===== src/rtl/uart_rx_pkg.sv =====
// uart_rx_pkg: shared state encoding, defaults and helpers for the 8N1 receiver.
package uart_rx_pkg;

    // 3-bit receiver state encoding
    typedef enum logic [2:0] {
        UART_RX_WAIT_IDLE = 3'd0,
        UART_RX_IDLE      = 3'd1,
        UART_RX_START     = 3'd2,
        UART_RX_DATA      = 3'd3,
        UART_RX_STOP      = 3'd4
    } uart_rx_state_e;

    // 100 MHz / 115200 baud
    localparam int unsigned UART_RX_CLKS_PER_BIT_DEF = 868;

    // Counter value at which WAIT_IDLE accepts the line as idle. Three
    // consecutive high samples are needed so the reset value still sitting
    // in the synchronizer cannot pass for a real idle line.
    localparam int unsigned UART_RX_IDLE_SETTLE = 2;

    // 2-of-3 vote
    function automatic logic uart_rx_maj3(input logic a, input logic b, input logic c);
        return (a & b) | (a & c) | (b & c);
    endfunction

endpackage


===== src/rtl/uart_rx_sync.sv =====
// uart_rx_sync: 2-FF synchronizer for the async rx pin; resets to the idle level (1).
module uart_rx_sync (
    input  logic clk_i,
    input  logic rst_i,
    input  logic d_i,
    output logic q_o
);

    logic meta_q;
    logic sync_q;

    // Two-stage capture of the asynchronous input
    always_ff @(posedge clk_i) begin
        if (rst_i) begin
            meta_q <= 1'b1;
            sync_q <= 1'b1;
        end else begin
            meta_q <= d_i;
            sync_q <= meta_q;
        end
    end

    assign q_o = sync_q;

endmodule


===== src/rtl/uart_rx.sv =====
// uart_rx: 8N1 serial receiver feeding the RAM loader.
// Define UART_RX_MAJORITY_EN to take each bit as the 2-of-3 vote of the
// samples at mid-1, mid, mid+1 (decision made at mid+1); otherwise a single
// sample at mid is used.
module uart_rx
    import uart_rx_pkg::*;
#(
    parameter int unsigned CLKS_PER_BIT = UART_RX_CLKS_PER_BIT_DEF,
    parameter int unsigned CTR_W        = 16
) (
    input  logic       clk,
    input  logic       rst,
    input  logic       rx,
    output logic       busy,
    output logic [7:0] data,
    output logic       valid,
    output logic       frame_err
);

`ifdef UART_RX_MAJORITY_EN
    localparam int unsigned DECIDE_DLY = 1;
`else
    localparam int unsigned DECIDE_DLY = 0;
`endif

    localparam logic [CTR_W-1:0] START_LAST  = CTR_W'(CLKS_PER_BIT / 2 - 1 + DECIDE_DLY);
    localparam logic [CTR_W-1:0] BIT_LAST    = CTR_W'(CLKS_PER_BIT - 1);
    localparam logic [CTR_W-1:0] IDLE_SETTLE = CTR_W'(UART_RX_IDLE_SETTLE);

    uart_rx_state_e state_q, state_d;
    logic [CTR_W-1:0] ctr_q, ctr_d;
    logic [2:0]       bit_idx_q, bit_idx_d;
    logic [7:0]       shift_q, shift_d;
    logic             busy_q, busy_d;
    logic [7:0]       data_q, data_d;
    logic             valid_q, valid_d;
    logic             ferr_q, ferr_d;
    logic             rx_s;
    logic             sample;

    uart_rx_sync u_sync (
        .clk_i (clk),
        .rst_i (rst),
        .d_i   (rx),
        .q_o   (rx_s)
    );

`ifdef UART_RX_MAJORITY_EN
    logic [1:0] hist_q;

    // Two previous synchronized samples for the 2-of-3 vote
    always_ff @(posedge clk) begin
        if (rst) hist_q <= '1;
        else     hist_q <= {hist_q[0], rx_s};
    end

    assign sample = uart_rx_maj3(hist_q[1], hist_q[0], rx_s);
`else
    assign sample = rx_s;
`endif

    // State, counter, shifter and output registers
    always_ff @(posedge clk) begin
        if (rst) begin
            state_q   <= UART_RX_WAIT_IDLE;
            ctr_q     <= '0;
            bit_idx_q <= '0;
            shift_q   <= '0;
            busy_q    <= 1'b0;
            data_q    <= '0;
            valid_q   <= 1'b0;
            ferr_q    <= 1'b0;
        end else begin
            state_q   <= state_d;
            ctr_q     <= ctr_d;
            bit_idx_q <= bit_idx_d;
            shift_q   <= shift_d;
            busy_q    <= busy_d;
            data_q    <= data_d;
            valid_q   <= valid_d;
            ferr_q    <= ferr_d;
        end
    end

    // Next-state and output logic for the frame FSM
    always_comb begin
        state_d   = state_q;
        ctr_d     = ctr_q;
        bit_idx_d = bit_idx_q;
        shift_d   = shift_q;
        busy_d    = busy_q;
        data_d    = data_q;
        valid_d   = 1'b0;
        ferr_d    = ferr_q;

        unique case (state_q)
            UART_RX_WAIT_IDLE: begin
                // ctr counts consecutive high samples here
                if (!rx_s) begin
                    ctr_d = '0;
                end else if (ctr_q == IDLE_SETTLE) begin
                    state_d = UART_RX_IDLE;
                end else begin
                    ctr_d = ctr_q + 1'b1;
                end
            end
            UART_RX_IDLE: begin
                if (!rx_s) begin
                    state_d = UART_RX_START;
                    ctr_d   = '0;
                end
            end
            UART_RX_START: begin
                if (ctr_q == START_LAST) begin
                    if (sample) begin
                        state_d = UART_RX_IDLE;
                    end else begin
                        busy_d    = 1'b1;
                        ctr_d     = '0;
                        bit_idx_d = '0;
                        state_d   = UART_RX_DATA;
                    end
                end else begin
                    ctr_d = ctr_q + 1'b1;
                end
            end
            UART_RX_DATA: begin
                if (ctr_q == BIT_LAST) begin
                    ctr_d   = '0;
                    shift_d = {sample, shift_q[7:1]};
                    if (bit_idx_q == 3'd7) state_d = UART_RX_STOP;
                    else                   bit_idx_d = bit_idx_q + 1'b1;
                end else begin
                    ctr_d = ctr_q + 1'b1;
                end
            end
            UART_RX_STOP: begin
                if (ctr_q == BIT_LAST) begin
                    ctr_d  = '0;
                    data_d = shift_q;
                    busy_d = 1'b0;
                    if (sample) begin
                        valid_d = 1'b1;
                        state_d = UART_RX_IDLE;
                    end else begin
                        ferr_d  = 1'b1;
                        state_d = UART_RX_WAIT_IDLE;
                    end
                end else begin
                    ctr_d = ctr_q + 1'b1;
                end
            end
            default: begin
                state_d = UART_RX_WAIT_IDLE;
                ctr_d   = '0;
            end
        endcase
    end

    assign busy      = busy_q;
    assign data      = data_q;
    assign valid     = valid_q;
    assign frame_err = ferr_q;

endmodule


===== config.mk =====
export PLATFORM = sky130hd
export DESIGN_NAME = uart_rx
export DESIGN_NICKNAME = d
export VERILOG_FILES = /design/src/rtl/uart_rx_pkg.sv /design/src/rtl/uart_rx_sync.sv /design/src/rtl/uart_rx.sv
export SDC_FILE = /design/constraint.sdc
export NUM_CORES = 1
export LEC_CHECK = 0
export CORE_ASPECT_RATIO = 0.6
export CORE_MARGIN = 5
export CORE_UTILIZATION = 63
export DETAILED_ROUTE_END_ITERATION = 10
export PLACE_DENSITY_LB_ADDON = 0.25
export REMOVE_ABC_BUFFERS = 1
export SLEW_MARGIN = 25
export SYNTH_ARGS = -nofsm -noshare
export SYNTH_HDL_FRONTEND = slang
export SYNTH_SLANG_ARGS = --single-unit
export TNS_END_PERCENT = 20

===== constraint.sdc =====
create_clock -name clk -period 3.9 [get_ports clk]
set_clock_uncertainty 0.1 [all_clocks]
set_input_delay 0.78 -clock clk [delete_from_list [all_inputs] [get_ports clk]]
set_output_delay 0.78 -clock clk [all_outputs]
set_load 0.01 [all_outputs]

==> impl_metrics.py <==
metrics = {
    "cts": {
        "path_clk_slew_ps": 80,
        "cts_tree": "built",
        "clockBufferDepth": 2,
        "cts_made_buffers": 5,
        "ctsHoldBuffers": 0,
        "cts_resized": 0,
        "cts_setup_buffers": 0,
        "clock-sinks": 43,
        "cts_root_buf": "clkbuf_8",
        "htreeDepth": 2,
        "clock_latency_ps": 290,
    },
    "sta": {
        "setup_ws_ps": 833,
        "grt_setup_unrepaired": "false",
        "fin_tns_setup_ps": 0,
        "setup_viol": 0,
        "slew_headroom_pct": 60.1,
        "worst_slew_pin_slew_ps": 593,
        "max_freq_ghz": 0.326,
        "final_hold_viol_count": 0,
        "fin_crit_ps": 3070,
        "drv_slew": 0,
        "period_share_pct": 78.6,
    },
    "global_route": {
        "first_global_vias": 1573,
        "gr-total-overflow": 0,
        "grt_pass1_wl_um": 8040,
        "antenna_found_initial": 0,
        "track_usage_pct": 20.8,
        "grt_max_degree": 30,
    },
    "power": {
        "p_clk_share_pct": 27.5,
        "power_frac_comb_pct": 23.1,
        "finalPower_uw": 998,
        "p_leak_uw": 0.000862,
        "seqPwrFrac_pct": 49.5,
        "power.share.switching_pct": 31.6,
        "p_per_area_nw_per_um2": 423,
        "peakVddDrop_v": 0.000349,
        "switchingPower_uw": 315,
        "p_int_uw": 682,
    },
    "critical_path": {
        "cp.required_ps": 3980,
        "cp-end-kind": "flip-flop",
        "worstSetupPathType": "reg2reg",
        "r2r_end": "ctr_q[10]",
        "crit-reg2reg-launch": "ctr_q[1]",
        "cp-start-kind": "flip-flop",
        "critPathMaxFanout": 20,
        "reg2reg_depth": 8,
        "r2r_slack_ps": 830,
        "cp.arrival_ps": 3150,
    },
    "synth": {
        "yosys_warnings": 0,
        "synth_cell_types": 51,
        "ys_seq_area_share_pct": 39.8,
        "synth-simple-area-share_pct": 29.5,
        "synth_compound_area_share_pct": 15.5,
        "ys_ff_latch": 43,
        "synth.cell_area_um2": 2160,
        "synth_xor_xnor_area_share_pct": 2.02,
        "synth.area.mux_share_pct": 4.68,
        "synth_top_family_by_area": "simple AND/OR/NAND/NOR gates",
        "synthAdderAreaFrac_pct": 2.89,
        "syn_area_per_cell_um2": 8.76,
        "synthesis.instances": 247,
    },
    "floorplanning": {
        "start_util_pct": 65.9,
        "pin_count": 14,
        "die_area_um2": 4750,
        "die_x_um": 85.7,
        "num_rows": 16,
        "fp.dieH_um": 55.4,
        "core_area_um2": 3280,
    },
    "drt": {
        "routed_wl_um": 4700,
        "vias": 1857,
        "routedWlPerCell_um": 15.6,
        "drtPass1Iterations": 5,
        "route.detailed.drc": 0,
        "drt_iter0_markers": 278,
        "vias_per_cell": 6.15,
        "detail-route-antenna-nets": 0,
    },
    "layout": {
        "num_antenna_cells": 0,
        "stdcell_area_um2": 2360,
        "layout-drive-gt1-share_pct": 12.1,
        "area_delta_synth_final_pct": 9.02,
        "final_util_pct": 71.9,
        "finalNetCount": 264,
    },
    "status": {
        "outcome": "complete, no violations",
    },
    "run": {
        "maxCapViolCount": 0,
    },
    "worst_hold_path": {
        "hold_path.startpoint": "u_sync.meta_q",
        "hold_end": "u_sync.q_o",
        "min_path_type": "reg2reg",
        "whs_path_depth": 1,
    },
    "placed_design": {
        "post-place-ws_ps": 942,
        "place_area_um2": 2270,
        "place.detailed.hpwl_um": 3340,
        "gp_congestion": 0.962,
        "io_buffer_count": 13,
    },
}
[sequential cells by signal, indices dropped and copies added, names as in the netlist]
name / flops
frame_err: 1
bit_idx_q: 3
shift_q: 8
state_q: 3
ctr_q: 16
u_sync.meta_q: 1
valid: 1
u_sync.q_o: 1
data: 8
busy: 1
[cells in the mapped netlist, drive strengths merged]
cell	count	area share, %
dfxtp	43	40
nor2	29	5.0
nand2	26	4.5
nand3	18	4.2
a21oi	16	3.7
mux2i	9	4.2
buf	8	2.3
o21ai	7	1.6
inv	6	1.0
a22o	5	2.0
clkbuf	5	1.8
ha	5	2.9
or3	5	1.4
or4	5	2.4
a221o	4	1.9
and3	4	1.2
nor3	4	0.92
nor4	4	1.8
or2	4	1.2
or3b	4	1.7
xnor2	4	1.6
nand4	3	0.87
o21a	3	1.0
a22oi	2	0.92
a32o	2	0.92
and2	2	0.58
and2b	2	0.81
nand3b	2	0.69
o211ai	2	1.2
or4bb	2	1.0
a211oi	1	0.35
a21o	1	0.35
a31o	1	0.40
a31oi	1	0.29
and3b	1	0.40
clkdlybuf4s15	1	0.46
mux2	1	0.52
nand2b	1	0.29
nor3b	1	0.35
o32a	1	0.46
o32ai	1	0.40
xor2	1	0.40
[placed cells by master, fill, tap and decap left out, types with 2 or more instances in the layout]
master	n
nand4_1	3
a22o_1	5
or4bb_1	2
o21ai_0	7
buf_4	3
nor3_1	4
nor4_1	3
xnor2_1	4
mux2i_1	9
and2b_2	2
nand3b_1	2
o21a_1	3
or4_4	4
or3b_2	2
ha_1	5
a221o_1	3
inv_1	6
or3_1	5
clkbuf_8	5
clkdlybuf4s50_1	13
a21oi_1	16
and3_1	3
nor2_1	29
nand2_1	26
a32o_1	2
dfxtp_1	43
and2_1	2
or2_2	4
o211ai_2	2
nand3_1	18
[cells by family after synthesis]
group,after synthesis
compound gates,47
xor+xnor,5
fa+ha+maj,5
buf+inv,20
flops,43
mux,10
simple gates,117
[cell type report]
type / instances / area, um2
multi-input cells: 184 / 1180
inverters: 6 / 22.5
clock inverters: 2 / 12.5
fillers: 262 / 923
well taps: 45 / 56.3
clock buffers: 6 / 72.6
flip-flops and latches: 43 / 861
repair buffers: 16 / 153
[per-layer routing]
| metal | global-route usage [%] | wire length, um |
|---|---|---|
| met1 | 34.2 | 2350 |
| met2 | 25.8 | 1800 |
| met4 | 3.39 | 66 |
| met5 | 0 | 0 |
| met3 | 6.09 | 492 |
[per-stage QoR]
step	hold slack [ps]	cells
2_1_floorplan	289	233
3_3_place_gp	292	294
3_5_place_dp	294	294
4_1_cts	312	302
5_1_grt	322	302
6_report	313	302
[critical path: stages (launching register included)]
cell and delay [ps]:
dfxtp_1 460, ha_1 330, or3b_2 500, nor4_4 520, o32a_1 270, a21oi_1 80, buf_4 200, and3_2 200
a221o_2 280
[worst max-delay path by stage]
stage	start	end	slack, ps	depth (start not counted)
2_1_floorplan	ctr_q[0]	ctr_q[10]	1080	7
3_3_place_gp	ctr_q[1]	ctr_q[10]	1030	8
3_5_place_dp	ctr_q[0]	ctr_q[10]	940	8
4_1_cts	ctr_q[0]	ctr_q[10]	900	8
5_1_grt	ctr_q[1]	ctr_q[10]	670	8
6_report	ctr_q[1]	ctr_q[10]	830	8
[power by group through the flow]
stage	combinational [uW]	sequential, uW	clock (uW)
3_3_place_gp	219	498	0
4_1_cts	226	491	280
3_5_place_dp	221	500	0
5_1_grt	253	500	297
6_report	230	494	274
2_1_floorplan	168	492	0
Power figures use the tool's default switching activity.
